**src/rtl/serial_bit_feeder.sv**
```systemverilog
// serial_bit_feeder
//   Parallel-to-serial front end. It accepts a DATA_W-bit word over a
//   valid/ready handshake and emits it MSB first, one bit per enabled clock.
//   Back-to-back words stream with no idle gap: the next word can load on the
//   cycle that consumes the last bit of the current word.
//
// Build option:
//   SER_PARITY_EN - when defined, the even parity bit (^in_data) is appended
//                   after the data bits, so a word is DATA_W+1 bits long.
//                   When undefined, no parity logic is built.
//
// Ports:
//   clk        clock, rising edge
//   reset      asynchronous active-low reset
//   in_data    word to serialize, sampled on handshake
//   in_valid   upstream word available
//   in_ready   feeder can accept a word this cycle
//   shift_en   downstream bit-consume enable (throttle)
//   bit_out    current serial bit (IDLE_BIT when idle)
//   bit_valid  bit_out is being consumed this cycle
//   busy       a word is loaded and not yet fully shifted
//   word_done  1-cycle pulse coincident with the last consumed bit

module serial_bit_feeder #(
    parameter int unsigned DATA_W   = 8,
    parameter bit          IDLE_BIT = 1'b0
) (
    input  logic              clk,
    input  logic              reset,
    input  logic [DATA_W-1:0] in_data,
    input  logic              in_valid,
    output logic              in_ready,
    input  logic              shift_en,
    output logic              bit_out,
    output logic              bit_valid,
    output logic              busy,
    output logic              word_done
);

`ifdef SER_PARITY_EN
    localparam int unsigned NBITS = DATA_W + 1;
`else
    localparam int unsigned NBITS = DATA_W;
`endif
    localparam int unsigned CNT_W = $clog2(NBITS + 1);

    typedef enum logic {
        StIdle,
        StShift
    } state_e;

    state_e             state;
    logic [NBITS-1:0]   sreg;
    logic [CNT_W-1:0]   cnt;

    logic [NBITS-1:0]   load_word;
    logic               last_bit;
    logic               accept;

`ifdef SER_PARITY_EN
    assign load_word = {in_data, ^in_data};
`else
    assign load_word = in_data;
`endif

    // Outputs decode straight from state so an async reset drops them at once.
    always_comb begin
        busy      = (state == StShift);
        bit_valid = busy && shift_en;
        last_bit  = bit_valid && (cnt == '0);
        word_done = last_bit;
        in_ready  = (state == StIdle) || last_bit;
        accept    = in_valid && in_ready;
        bit_out   = busy ? sreg[NBITS-1] : IDLE_BIT;
    end

    always_ff @(posedge clk or negedge reset) begin
        if (!reset) begin
            state <= StIdle;
            sreg  <= '0;
            cnt   <= '0;
        end else begin
            if (accept) begin
                // Covers both the idle load and the zero-gap reload on the last bit.
                state <= StShift;
                sreg  <= load_word;
                cnt   <= CNT_W'(NBITS - 1);
            end else if (bit_valid) begin
                sreg <= {sreg[NBITS-2:0], 1'b0};
                if (cnt == '0) begin
                    // Counter zero is terminal for the word; it is never decremented.
                    state <= StIdle;
                end else begin
                    cnt <= cnt - CNT_W'(1);
                end
            end
        end
    end

endmodule

```
**config.mk**
```make
export PLATFORM = sky130hd
export DESIGN_NAME = serial_bit_feeder
export DESIGN_NICKNAME = d
export VERILOG_FILES = /design/src/rtl/serial_bit_feeder.sv
export SDC_FILE = /design/constraint.sdc
export NUM_CORES = 1
export LEC_CHECK = 0
export CORE_AREA = 2 2 45 47
export CTS_CLUSTER_DIAMETER = 100
export DETAILED_ROUTE_END_ITERATION = 10
export DIE_AREA = 0 0 47 49
export PLACE_DENSITY = 0.72
export SYNTH_ARGS = -nofsm -noshare
export SYNTH_HDL_FRONTEND = slang
export SYNTH_SLANG_ARGS = --single-unit
```
**constraint.sdc**
```tcl
create_clock -name clk -period 1.55 [get_ports clk]
set_clock_uncertainty 0.15 [all_clocks]
set_input_delay 0.31 -clock clk [delete_from_list [all_inputs] [get_ports clk]]
set_output_delay 0.31 -clock clk [all_outputs]
set_load 0.01 [all_outputs]
```
* After elaboration in Yosys (flattened, before gate mapping)
Index checks and enable logic that the tools add are counted.
Word-level totals: flip-flop bits (word level) 13, input port bits 12
Cells by class: $add $sub $neg 1, eq/ne operators 1, muxes and demuxes 9, bitwise operators 1, reduce and logical (&&, ||, !) cells 9
Operators with widths (number):
- 8-bit 2-to-1 mux | 2
- 4-bit 2-to-1 mux | 3
- 4-bit logical NOT | 1
- 1-bit 2-to-1 mux | 4
- 2-bit AND reduction | 2
- 2-bit nonzero test | 2
- 4-bit by 1-bit subtractor with 4-bit output (second input constant) | 1
- 1-bit logical AND | 3
- 2-bit inequality test (second input constant) | 1
- 1-bit logical OR | 1
- 1-bit NOT | 1

* Depth between registers and ports, before layout
Gate-level depths: netlist of run 1.
depth after elaboration 6, mapped depth 5, mapped depth without buffers 5

* Least setup slack after synthesis of run 1
Ideal clock, no wire load.
kind reg-to-output, from register cnt[0], to output port word_done, arrival 1222 ps, setup slack -132 ps, cell stages (with the launch flop) 5, path buffers 0, path through dfrtp_1 > inv_1 > ha_1 > or3b_4 > nor2_1
Between the ends: longest elaborated chain between the ends 2
RTL lines:
- start, declared | line 54 | logic [CNT_W-1:0] cnt;
- start signal, assigned | line 87 | cnt <= CNT_W'(NBITS - 1);
- start signal, assigned | line 94 | cnt <= cnt - CNT_W'(1);
- 4-bit logical NOT | line 70 | last_bit = bit_valid && (cnt == '0);
- 1-bit logical AND | line 70
- end, declared | line 37 | output logic word_done
No other way between the ends.

* Worst setup path in the final report of run 1
from register cnt[1], to output port word_done
Same word-level chain as after synthesis.

==> results of run 1 <==
final cells by class:
type | count | area, µm² | area share, %
Multi-Input combinational cell | 50 | 415 | 34.8
Timing Repair Buffer | 44 | 378 | 31.6
Sequential cell | 13 | 325 | 27.2
Tap cell | 27 | 33.8 | 2.83
Clock buffer | 3 | 22.5 | 1.88
Inverter | 4 | 15.0 | 1.26
Clock inverter | 1 | 5.00 | 0.419
final timing paths:
| check | slack [ns] | to | startpoint | cells after the start |
|---|---|---|---|---|
| max in group asynchronous | 0.92 | cnt[1] | reset | 2 |
| min in group clk | 0.36 | sreg[4] | sreg[3] | 1 |
| worst min register to register | 0.36 | sreg[4] | sreg[3] | 1 |
| worst min-delay path | 0.17 | sreg[6] | reset | 2 |
| worst max register to register | -0.33 | sreg[0] | cnt[1] | 8 |
| worst max-delay path | -0.39 | word_done | cnt[1] | 5 |
cells in the mapped netlist (all sizes together), types with 2 or more instances:
cell    count  area (µm²)
a221o       7        70.1
nand3       3        15.0
nor2        5        18.8
mux2i       2        20.0
dfrtp      13         325
and2        8        50.1
nand2b      2        12.5
a21oi       3        18.8
o22ai       2        12.5
buf         2        10.0
inv         4        15.0
nand2       5        18.8
nor3        2        10.0
power by group through the flow:
| stage | logic (mW) | clock network [mW] | registers [mW] |
|---|---|---|---|
| global route | 1.03 | 0.235 | 0.559 |
| floorplan | 0.389 | 0 | 0.570 |
| detailed placement | 0.780 | 0 | 0.548 |
| finish | 0.932 | 0.213 | 0.543 |
| global placement | 0.758 | 0 | 0.545 |
| CTS | 0.865 | 0.218 | 0.542 |
through the flow:
step | hold slack, ns | std cells | setup TNS (ns) | setup slack [ns]
after floorplan | -0.136 | 69 | -0.140 | -0.0701
after global placement | 0.334 | 128 | -4.28 | -0.522
after detailed placement | 0.345 | 128 | -4.82 | -0.576
after CTS | 0.172 | 139 | -2.44 | -0.390
after global routing | 0.207 | 142 | -4.84 | -0.454
final | 0.169 | 142 | -3.63 | -0.391
registers in the layout, indices dropped and copies added (netlist names):
signal,flops
busy,1
sreg,8
cnt,4
cells by family (layout without fill, tap and decap cells):
logic type               Yosys count  in the layout  synth area share, %
buffers and inverters              6             52                 3.48
AND/OR/NAND/NOR                   29             29                 24.7
adder cells (fa/ha/maj)            1              1                 1.74
flip-flops                        13             13                 45.3
multiplexers                       2              2                 2.79
AO/OA/AOI/OAI                     18             18                 22.0
timing repair:
action,4_1_cts,5_1_grt
gates resized for setup,31,5
pin swaps,2,5
setup endpoints to repair,16,17
buffers inserted,7,3
cloned,0,0
per-layer routing:
layer,GRT usage [%],vias to the layer above
li1,-,348
met1,23.5,342
met2,31.1,13
met3,4.44,2
met4,8.33,0
met5,0,-
layout by cell type (no fill, tap or decap):
cell type        instances
buf_4                   24
dfrtp_1                 13
clkdlybuf4s50_1         10
and2_1                   7
a221o_1                  7
buf_6                    7
inv_1                    4
nor2_1                   4
nand3_1                  3
clkbuf_4                 3
nand2_2                  2
nand2b_1                 2
nand2_1                  2
nor3_1                   2
o22ai_1                  2
a21oi_1                  2
nand2_4                  1
or3b_4                   1
nor2_4                   1
nand4bb_4                1
and2_4                   1
nor3b_4                  1
a21oi_4                  1
a21boi_4                 1
mux2i_2                  1
mux2i_1                  1
o22a_1                   1
o21ai_1                  1
or3_1                    1
a31oi_1                  1
o21bai_1                 1
a32o_1                   1
ha_2                     1
clkinv_2                 1
dlygate4sd2_1            1
buf_2                    1
clkbuf_2                 1
==> impl_results.md, run 1 <==
* Cell variety after synth at 25
* Yosys reg bits at 13
* Vias in the first global route at 750
* Met2 WL at 965 µm
* Slew headroom at 72.0%
* Met3 WL at 46 µm
* Utilization after layout at between 60% and 70%
* Mean post-synth cell area at 10.4 µm²
* Fmax at 515 MHz
* DR vias at 705
* Critical Path RT at around 1.1 ns
* Chip height at 49 µm
* GRT Util Overall at 19.2%
* Max Used Layer: met4
* Final worst path period need at 1.94 ns
* Metal-1 WL at 793 µm
* H-Tree Level Count at 1
* Slowest library cell on the worst path: or3b_4
* Initial Util at 39.0%
* Startpoint types: flip-flop
* Clock transition at the registers of the reported paths at ~0.080 ns
* DP Area at 1050 µm²
* Post-route design area at 1190 µm²
* Chip width at 47 µm
* Sequential fraction of the synthesis area at 45.3%
* Cts bufs inserted at 3
* Vias per inst at a little under 5
* Clock share of power at 12.6%
* Final WL at 1830 µm
* Num Clock Sinks at 13
* Post-synthesis cell count at 69
* Sw Share at 33.2%
* Total chip power at approximately 1.7 mW
* Crit end category: output port
* Synth Flop Type: dfrtp_1
* Routed wire per std cell at 12.9 µm
* CTS tree: yes
* Setup WS post-layout at -0.391 ns
* Leak pwr at approximately 0.56 nW
* Root Driver: clkbuf_4
* Nets at 129
* Layout cells sized above 1 at 42.6%
* Die area at around 2300 µm²
* Crit-path cells: inv_1, ha_2, or3b_4, nor2_4, buf_6
* NetSw at 0.560 mW
* Status: finished with violations
* Violated checks: negative setup slack
* Max_cap viols at 0
* Comb pwr share at between 50 and 60%
* PwrDens at 1410 nW/µm²
* Number of port buffers at 16
* Worst Max-Slew Pin Slew at around 0.41 ns
* Residual DRC at 0
* Yosys warns at 0
* Mapped cell area at 718 µm²
* Drt first pass iters at 4
* Fraction of registers with async set/reset at 100%
* Slowest stage delay, CP at roughly 0.40 ns
* Post-DP HPWL at 1330 µm
* Diodes inserted at 0
* Syn nets at 82
* Hold Path Class: in2async
* Initial antenna violation count at 0
* CP Max Fanout at 2
* IO Count at 17
* Crit Path Class: reg2out
* Max IR drop VDD at 0.000689 V
* Worst Path Arrival at 1.48 ns
* Std-Cell Core Area at approximately 1800 µm²
* Placer Congestion at around 0.75
* Post-CTS Hold Buffers at 0
* Buf/Inv on CP at 2
* Synth-to-Final Area Change at 66.4%
* Register share of total power at 32.2%
* Grt total ovfl at 0
* CTS max path bufs at 2
* Final hold vios at 0
* Num rows at 16
* Final ANT Viol Nets at 0
* Largest net degree at the start of global routing at 14
* Filler cell count in the final layout at about 150
* Worst-skew pair later-pin latency at approximately 0.28 ns
* EDFF count, synth at 0
* Top delay family on crit path: simple AND/OR/NAND/NOR gates
* RSZ-0062 raised after global routing: true
* Max Slew Vio Count at 0
* Fin crit share at 125%
* DR iter-0 viols at 13
* Pint at 1.13 mW
* First-pass GRT wire length at 3140 µm
* Final setup fails at 16
(Power assumes the default switching activity.)
==> run 2: changes to the inputs <==
Settings changed: CAP_MARGIN set to 5, CORE_AREA 2 2 45 47 to 2 2 43 45, DIE_AREA 0 0 47 49 to 0 0 45 47, PLACE_DENSITY 0.72 to 0.75.
Clock period 1.55 ns to 1.8 ns, I/O delays scaled along.
==> run 2 against run 1 <==
The flow still finishes with violations (negative setup slack). Largest cell class unchanged. Combinational power fell by 28%. First-iteration DRC count rose by 69%. Final area fell by 10%. Highest routed layer unchanged. Global-route usage rose by 1.0 points. Non-clock buffer count fell by 9. Worst setup slack improved by 0.20 ns.
==> impl_results.md, run 2 (same netlist as run 1, synthesis figures left out) <==
* Initial Util at 43.5% (was 39.0%)
* Max IR drop VDD at 0.000861 V (was 0.000689 V)
* Placer Congestion at 0.785 (was 0.750)
* Most common cell after layout, fill and taps aside: buf_4 (unchanged)
* Nets at 120 (was 129)
* Crit Path Class: reg2out (unchanged)
* DR vias at 680 (was 705)
* Reg2Reg Depth at 7 (was 8)
* Routed wire per std cell at 14.7 µm (was 12.9 µm)
* Diodes inserted at 0 (unchanged)
* Finished Layout Cells at 123 (was 142)
* Std-Cell Core Area at 1650 µm² (was 1840 µm²)
* Final worst path period need at between 1.5 and 2 ns
* RSZ-0062 raised after global routing: true (unchanged)
* Num Clock Sinks at 13 (unchanged)
* Final WL at 1810 µm (was 1830 µm)
* Filler cell count in the final layout at 140 (was 146)
* CTS tree: yes (unchanged)
* Vias in the first global route at 687 (was 750)
* Fmax at 503 MHz
* Die area at 2120 µm² (was 2300 µm²)
* Largest register FFs at 8 (unchanged)
* PwrDens at 1250 nW/µm² (was 1410 nW/µm²)
* Slowest stage delay, CP at 0.39 ns (was 0.40 ns)
* Final hold vios at 0 (unchanged)
* Biggest register: sreg (unchanged)
* Utilization after layout at 65.0% (was 64.9%)
* Worst Max-Slew Pin Slew at 0.383 ns (was 0.411 ns)
* Num rows at 15 (was 16)
* Violated checks: negative setup slack (unchanged)
* Worst Path Arrival at 1.48 ns (about the same)
* IO Count at 17 (unchanged)
* Max_cap viols at 0 (unchanged)
* CP Max Fanout at 2 (unchanged)
* Clock transition at the registers of the reported paths at 0.09 ns (was 0.08 ns)
* Post-DP HPWL at 1250 µm (was 1330 µm)
* Crit end category: output port (unchanged)
* Multi-input logic area at 388 µm² (was 415 µm²)
* Root Driver: clkbuf_4 (unchanged)
* Chip width at 45 µm (was 47 µm)
* Hold Path Class: in2async (unchanged)
* Critical Path RT at 1.29 ns (was 1.09 ns)
* Largest net degree at the start of global routing at 9 (was 14)
* Cts bufs inserted at 3 (unchanged)
* Max Slew Vio Count at 0 (unchanged)
* Most frequent cells in the layout: 19 x buf_4, 12 x dfrtp_1, 11 x clkdlybuf4s50_1, 8 x and2_1, 7 x a221o_1 (was 24 x buf_4, 13 x dfrtp_1, 10 x clkdlybuf4s50_1)
* Drt first pass iters at 4 (unchanged)
* Grt total ovfl at 0 (unchanged)
* Startpoint types: flip-flop (unchanged)
* Leak pwr at 0.511 nW (was 0.557 nW)
* Worst-skew pair later-pin latency at 0.28 ns (about the same)
* Final setup fails at 5 (was 16)
* Fin crit share at 110%
* Status: finished with violations (unchanged)
* Chip height at 47 µm (was 49 µm)
* Number of port buffers at 16 (unchanged)
* Slowest library cell on the worst path: dfrtp_1 (was or3b_4)
* Inst Count DP at 114 (was 128)
* H-Tree Level Count at 1 (unchanged)
* Layout cells sized above 1 at 32.1% (was 42.6%)
* First-pass GRT wire length at 3020 µm (was 3140 µm)
* Top delay family on crit path: simple AND/OR/NAND/NOR gates (unchanged)
* Slew headroom at 74.0% (was 72.0%)
* Residual DRC at 0 (unchanged)
* Synth-to-Final Area Change at 49.5% (was 66.4%)
* Crit-path cells: inv_1, ha_1, or3b_4, nor2_1, buf_2 (was inv_1, ha_2, or3b_4, nor2_4, buf_6)
* CTS max path bufs at 2 (unchanged)
* Register Area at 327 µm² (was 325 µm²)
* R2R Path End: sreg[3] (was sreg[0])
* Final ANT Viol Nets at 0 (unchanged)
* GRT Util Overall at 20.2% (was 19.2%)
* Initial antenna violation count at 0 (unchanged)
* Reg2reg start: cnt[1] (unchanged)
* Vias per inst at 5.53 (was 4.96)
* Buf/Inv on CP at 2 (unchanged)
* DR iter-0 viols at 22 (was 13)
* Reg2reg setup slack at -0.01 ns (was -0.33 ns)
* Setup WS post-layout at -0.186 ns (was -0.391 ns)
run 2: cell types whose count changed in the layout (fill, tap and decap cells not counted), sizes merged:
cell,delta
buf,-11
clkbuf,-1
clkdlybuf4s50,+1
dlygate4sd2,+2
run 2: final cells by class:
cell class	instances	area share (%)
clock buffer	3	2.10
clock inverter	1	0.466
inverter	4	1.40
multi-input combinational	50	36.1
sequential	13	30.4
tap	17	1.98
timing repair buffer	35	27.5
run 2: how the worst max path moves through the flow:
stage | start | to | cells past startpoint
2_1_floorplan | cnt[0] | word_done | 4
3_3_place_gp | shift_en | in_ready | 4
3_5_place_dp | shift_en | in_ready | 4
4_1_cts | cnt[1] | word_done | 5
5_1_grt | cnt[1] | word_done | 5
6_report | cnt[1] | word_done | 5
run 2: metal layers:
metal	vias up	GRT usage, %	share of wire (%)
li1	328	-	-
met1	342	24.8	44
met2	8	35.1	54
met3	2	2.31	2.2
met4	0	10.6	0.55
met5	-	0	0
run 2: through the flow:
stage	instance area, µm²	hold slack, ns	TNS [ns]	setup WS (ns)	power (mW)
3_3_place_gp	995	0.337	-2.55	-0.439	1.07
2_1_floorplan	718	-0.0856	0	0.0682	0.814
4_1_cts	1040	0.187	-0.236	-0.186	1.30
5_1_grt	1070	0.211	-0.893	-0.272	1.44
6_report	1070	0.180	-0.241	-0.186	1.35
3_5_place_dp	995	0.341	-2.55	-0.443	1.09
run 2: timing repair:
item / 4_1_cts / 5_1_grt
hold buffers: 0 / 0
pin swaps: 1 / 0
buffers inserted: 2 / 3
resized for setup: 15 / 2
endpoints found under the setup margin: 5 / 11
run 2: power breakdown:
part	internal, mW	leakage (nW)	switching (mW)
registers	0.406	0.164	0.0787
clock network	0.0824	0.0177	0.105
logic	0.394	0.330	0.281
==> run 3: changes to the inputs <==
Settings changed: CTS_CLUSTER_DIAMETER 100 to not set, SETUP_SLACK_MARGIN set to 0.3.
==> run 3 against run 2 <==
The flow still finishes with violations (negative setup slack). Die area unchanged. Routed wire length rose by 11%. Power grew 10%. First-iteration DRC count increased by 4.5%. Utilization increased by 6.9 points. Via count up 5.9%.
==> impl_results.md, run 3 (same netlist as run 1, synthesis figures left out) <==
* Critical Path RT at 1.29 ns (about the same)
* CP Max Fanout at 2 (unchanged)
* Largest register FFs at 8 (unchanged)
* Max_cap viols at 0 (unchanged)
* Clock transition at the registers of the reported paths at 0.09 ns (about the same)
* Number of port buffers at 16 (unchanged)
* Num Clock Sinks at 13 (unchanged)
* Layout cells sized above 1 at 43.9% (was 32.1%)
* Diodes inserted at 0 (unchanged)
* Cts bufs inserted at 3 (unchanged)
* Num rows at 15 (unchanged)
* Final worst path period need at 2.01 ns (was 1.99 ns)
* Placer Congestion at 0.807 (was 0.785)
* Slew headroom at 75.3% (was 74.0%)
* Crit Path Class: reg2out (unchanged)
* Max Slew Vio Count at 0 (unchanged)
* CTS tree: yes (unchanged)
* Initial antenna violation count at 0 (unchanged)
* DP Area at 1000 µm² (was 995 µm²)
* Initial Util at 43.5% (unchanged)
* Vias per inst at 5.50 (was 5.53)
* Final hold vios at 0 (unchanged)
* Vias in the first global route at 756 (was 687)
* Grt total ovfl at 0 (unchanged)
* Worst Path Arrival at 1.50 ns (was 1.48 ns)
* Filler cell count in the final layout at 122 (was 140)
* Status: finished with violations (unchanged)
* Slowest library cell on the worst path: or3b_4 (was dfrtp_1)
* Nets at 128 (was 120)
* Final setup fails at 4 (was 5)
* Pint at 0.967 mW (was 0.882 mW)
* Reg2Reg Depth at 7 (unchanged)
* R2R Path End: cnt[3] (was sreg[3])
* Crit end category: output port (unchanged)
* Multi-input logic area at 420 µm² (was 388 µm²)
* Final WL at 2020 µm (was 1810 µm)
* H-Tree Level Count at 1 (unchanged)
* Std-Cell Core Area at 1650 µm² (unchanged)
* Top delay family on crit path: simple AND/OR/NAND/NOR gates (unchanged)
* Buf/Inv on CP at 2 (unchanged)
* Fin crit share at 111% (was 110%)
* Residual DRC at 0 (unchanged)
* Utilization after layout at 71.9% (was 65.0%)
* Comb pwr share at 55.0% (was 50.1%)
* Most frequent cells in the layout: 21 x buf_4, 12 x dfrtp_1, 9 x clkdlybuf4s50_1, 9 x buf_6, 8 x and2_1 (was 19 x buf_4, 12 x dfrtp_1, 11 x clkdlybuf4s50_1, 8 x and2_1, 7 x a221o_1)
* Leak pwr at 0.558 nW (was 0.511 nW)
* DR vias at 720 (was 680)
* DR iter-0 viols at 23 (was 22)
* Reg2reg start: cnt[1] (unchanged)
* Root Driver: clkbuf_4 (unchanged)
* Chip height at 47 µm (unchanged)
* Critical path origin: cnt[1] (unchanged)
* NetSw at 0.519 mW (was 0.464 mW)
* Max IR drop VDD at 0.000652 V (was 0.000861 V)
* Register share of total power at 32.2% (was 36.0%)
* Routed wire per std cell at 15.4 µm (was 14.7 µm)
* Sw Share at 34.9% (was 34.5%)
* Reg2reg setup slack at -0.08 ns (was -0.01 ns)
* Post-CTS Hold Buffers at 0 (unchanged)
* First-pass GRT wire length at 3110 µm (was 3020 µm)
* Clock share of power at 12.9% (was 13.9%)
* Startpoint types: flip-flop (unchanged)
* Fmax at 499 MHz (was 503 MHz)
* PwrDens at 1250 nW/µm² (about the same)
* Setup WS post-layout at -0.205 ns (was -0.186 ns)
* Final ANT Viol Nets at 0 (unchanged)
* Worst-skew pair later-pin latency at 0.29 ns (was 0.28 ns)
* Chip width at 45 µm (unchanged)
* IO Count at 17 (unchanged)
* Most common cell after layout, fill and taps aside: buf_4 (unchanged)
* Biggest register: sreg (unchanged)
* Post-route design area at 1190 µm² (was 1070 µm²)
* Largest net degree at the start of global routing at 14 (was 9)
* Crit-path cells: inv_1, ha_2, or3b_4, nor2_4, buf_6 (was inv_1, ha_1, or3b_4, nor2_1, buf_2)
* Hold Path Class: in2async (unchanged)
* Drt first pass iters at 4 (unchanged)
* CTS max path bufs at 2 (unchanged)
* GRT Util Overall at 21.2% (was 20.2%)
* RSZ-0062 raised after global routing: true (unchanged)
* Worst Max-Slew Pin Slew at 0.363 ns (was 0.383 ns)
* Post-DP HPWL at 1280 µm (was 1250 µm)
* Violated checks: negative setup slack (unchanged)
* Synth-to-Final Area Change at 65.3% (was 49.5%)
* Slowest stage delay, CP at 0.40 ns (was 0.39 ns)
* Register Area at 327 µm² (unchanged)
* Die area at 2120 µm² (unchanged)
* Pre-CTS setup slack at -0.465 ns (was -0.443 ns)
## run 3: worst max-delay path by stage
stage	cells past startpoint	slack, ns	to
2_1_floorplan	4	0.13	word_done
3_3_place_gp	4	-0.44	in_ready
3_5_place_dp	4	-0.46	in_ready
4_1_cts	5	-0.21	word_done
5_1_grt	5	-0.25	word_done
6_report	5	-0.21	word_done
## run 3: repair_timing
| item | CTS | global route |
|---|---|---|
| gates resized for setup | 37 | 4 |
| pin swaps | 3 | 1 |
| endpoints found under the setup margin | 17 | 17 |
| buffers inserted | 10 | 3 |
## run 3: power by group through the flow
stage	Clock, mW	Sequential (mW)	Combinational (mW)
2_1_floorplan	0	0.491	0.335
3_3_place_gp	0	0.474	0.605
3_5_place_dp	0	0.481	0.627
4_1_cts	0.195	0.475	0.756
5_1_grt	0.206	0.488	0.877
6_report	0.191	0.478	0.817
## run 3: worst reg2reg max path, delay by kind of cell, from the launching register on
family	cells	cell delay, ns
and+or+nand+nor	1	0.40
AOI/OAI and AO/OA	1	0.25
DFF	1	0.38
adders and majority gates	1	0.17
buffers and inverters	4	0.42
## run 3: routing by layer
| layer | global-route usage (%) | routed length [µm] | up-vias |
|---|---|---|---|
| li1 | - | - | 344 |
| met1 | 23.1 | 830 | 351 |
| met2 | 37.7 | 1080 | 19 |
| met3 | 3.46 | 59 | 6 |
| met4 | 14.7 | 45 | 0 |
| met5 | 0 | 0 | - |
## run 3: cell type report
class | instances | share of cell area, %
clock buffers | 3 | 1.90
clock inverters | 1 | 0.421
inverters | 4 | 1.26
multi-input cells | 50 | 35.4
flip-flops and latches | 13 | 27.5
well taps | 17 | 1.79
repair buffers | 43 | 31.7
## run 3: stage by stage
step	hold WS (ns)	instances	power, mW	setup TNS (ns)
floorplan	-0.0856	69	0.825	0
global placement	0.339	114	1.08	-2.56
detailed placement	0.348	114	1.11	-2.82
CTS	0.216	128	1.43	-0.332
global route	0.228	131	1.57	-1.18
finish	0.214	131	1.49	-0.474
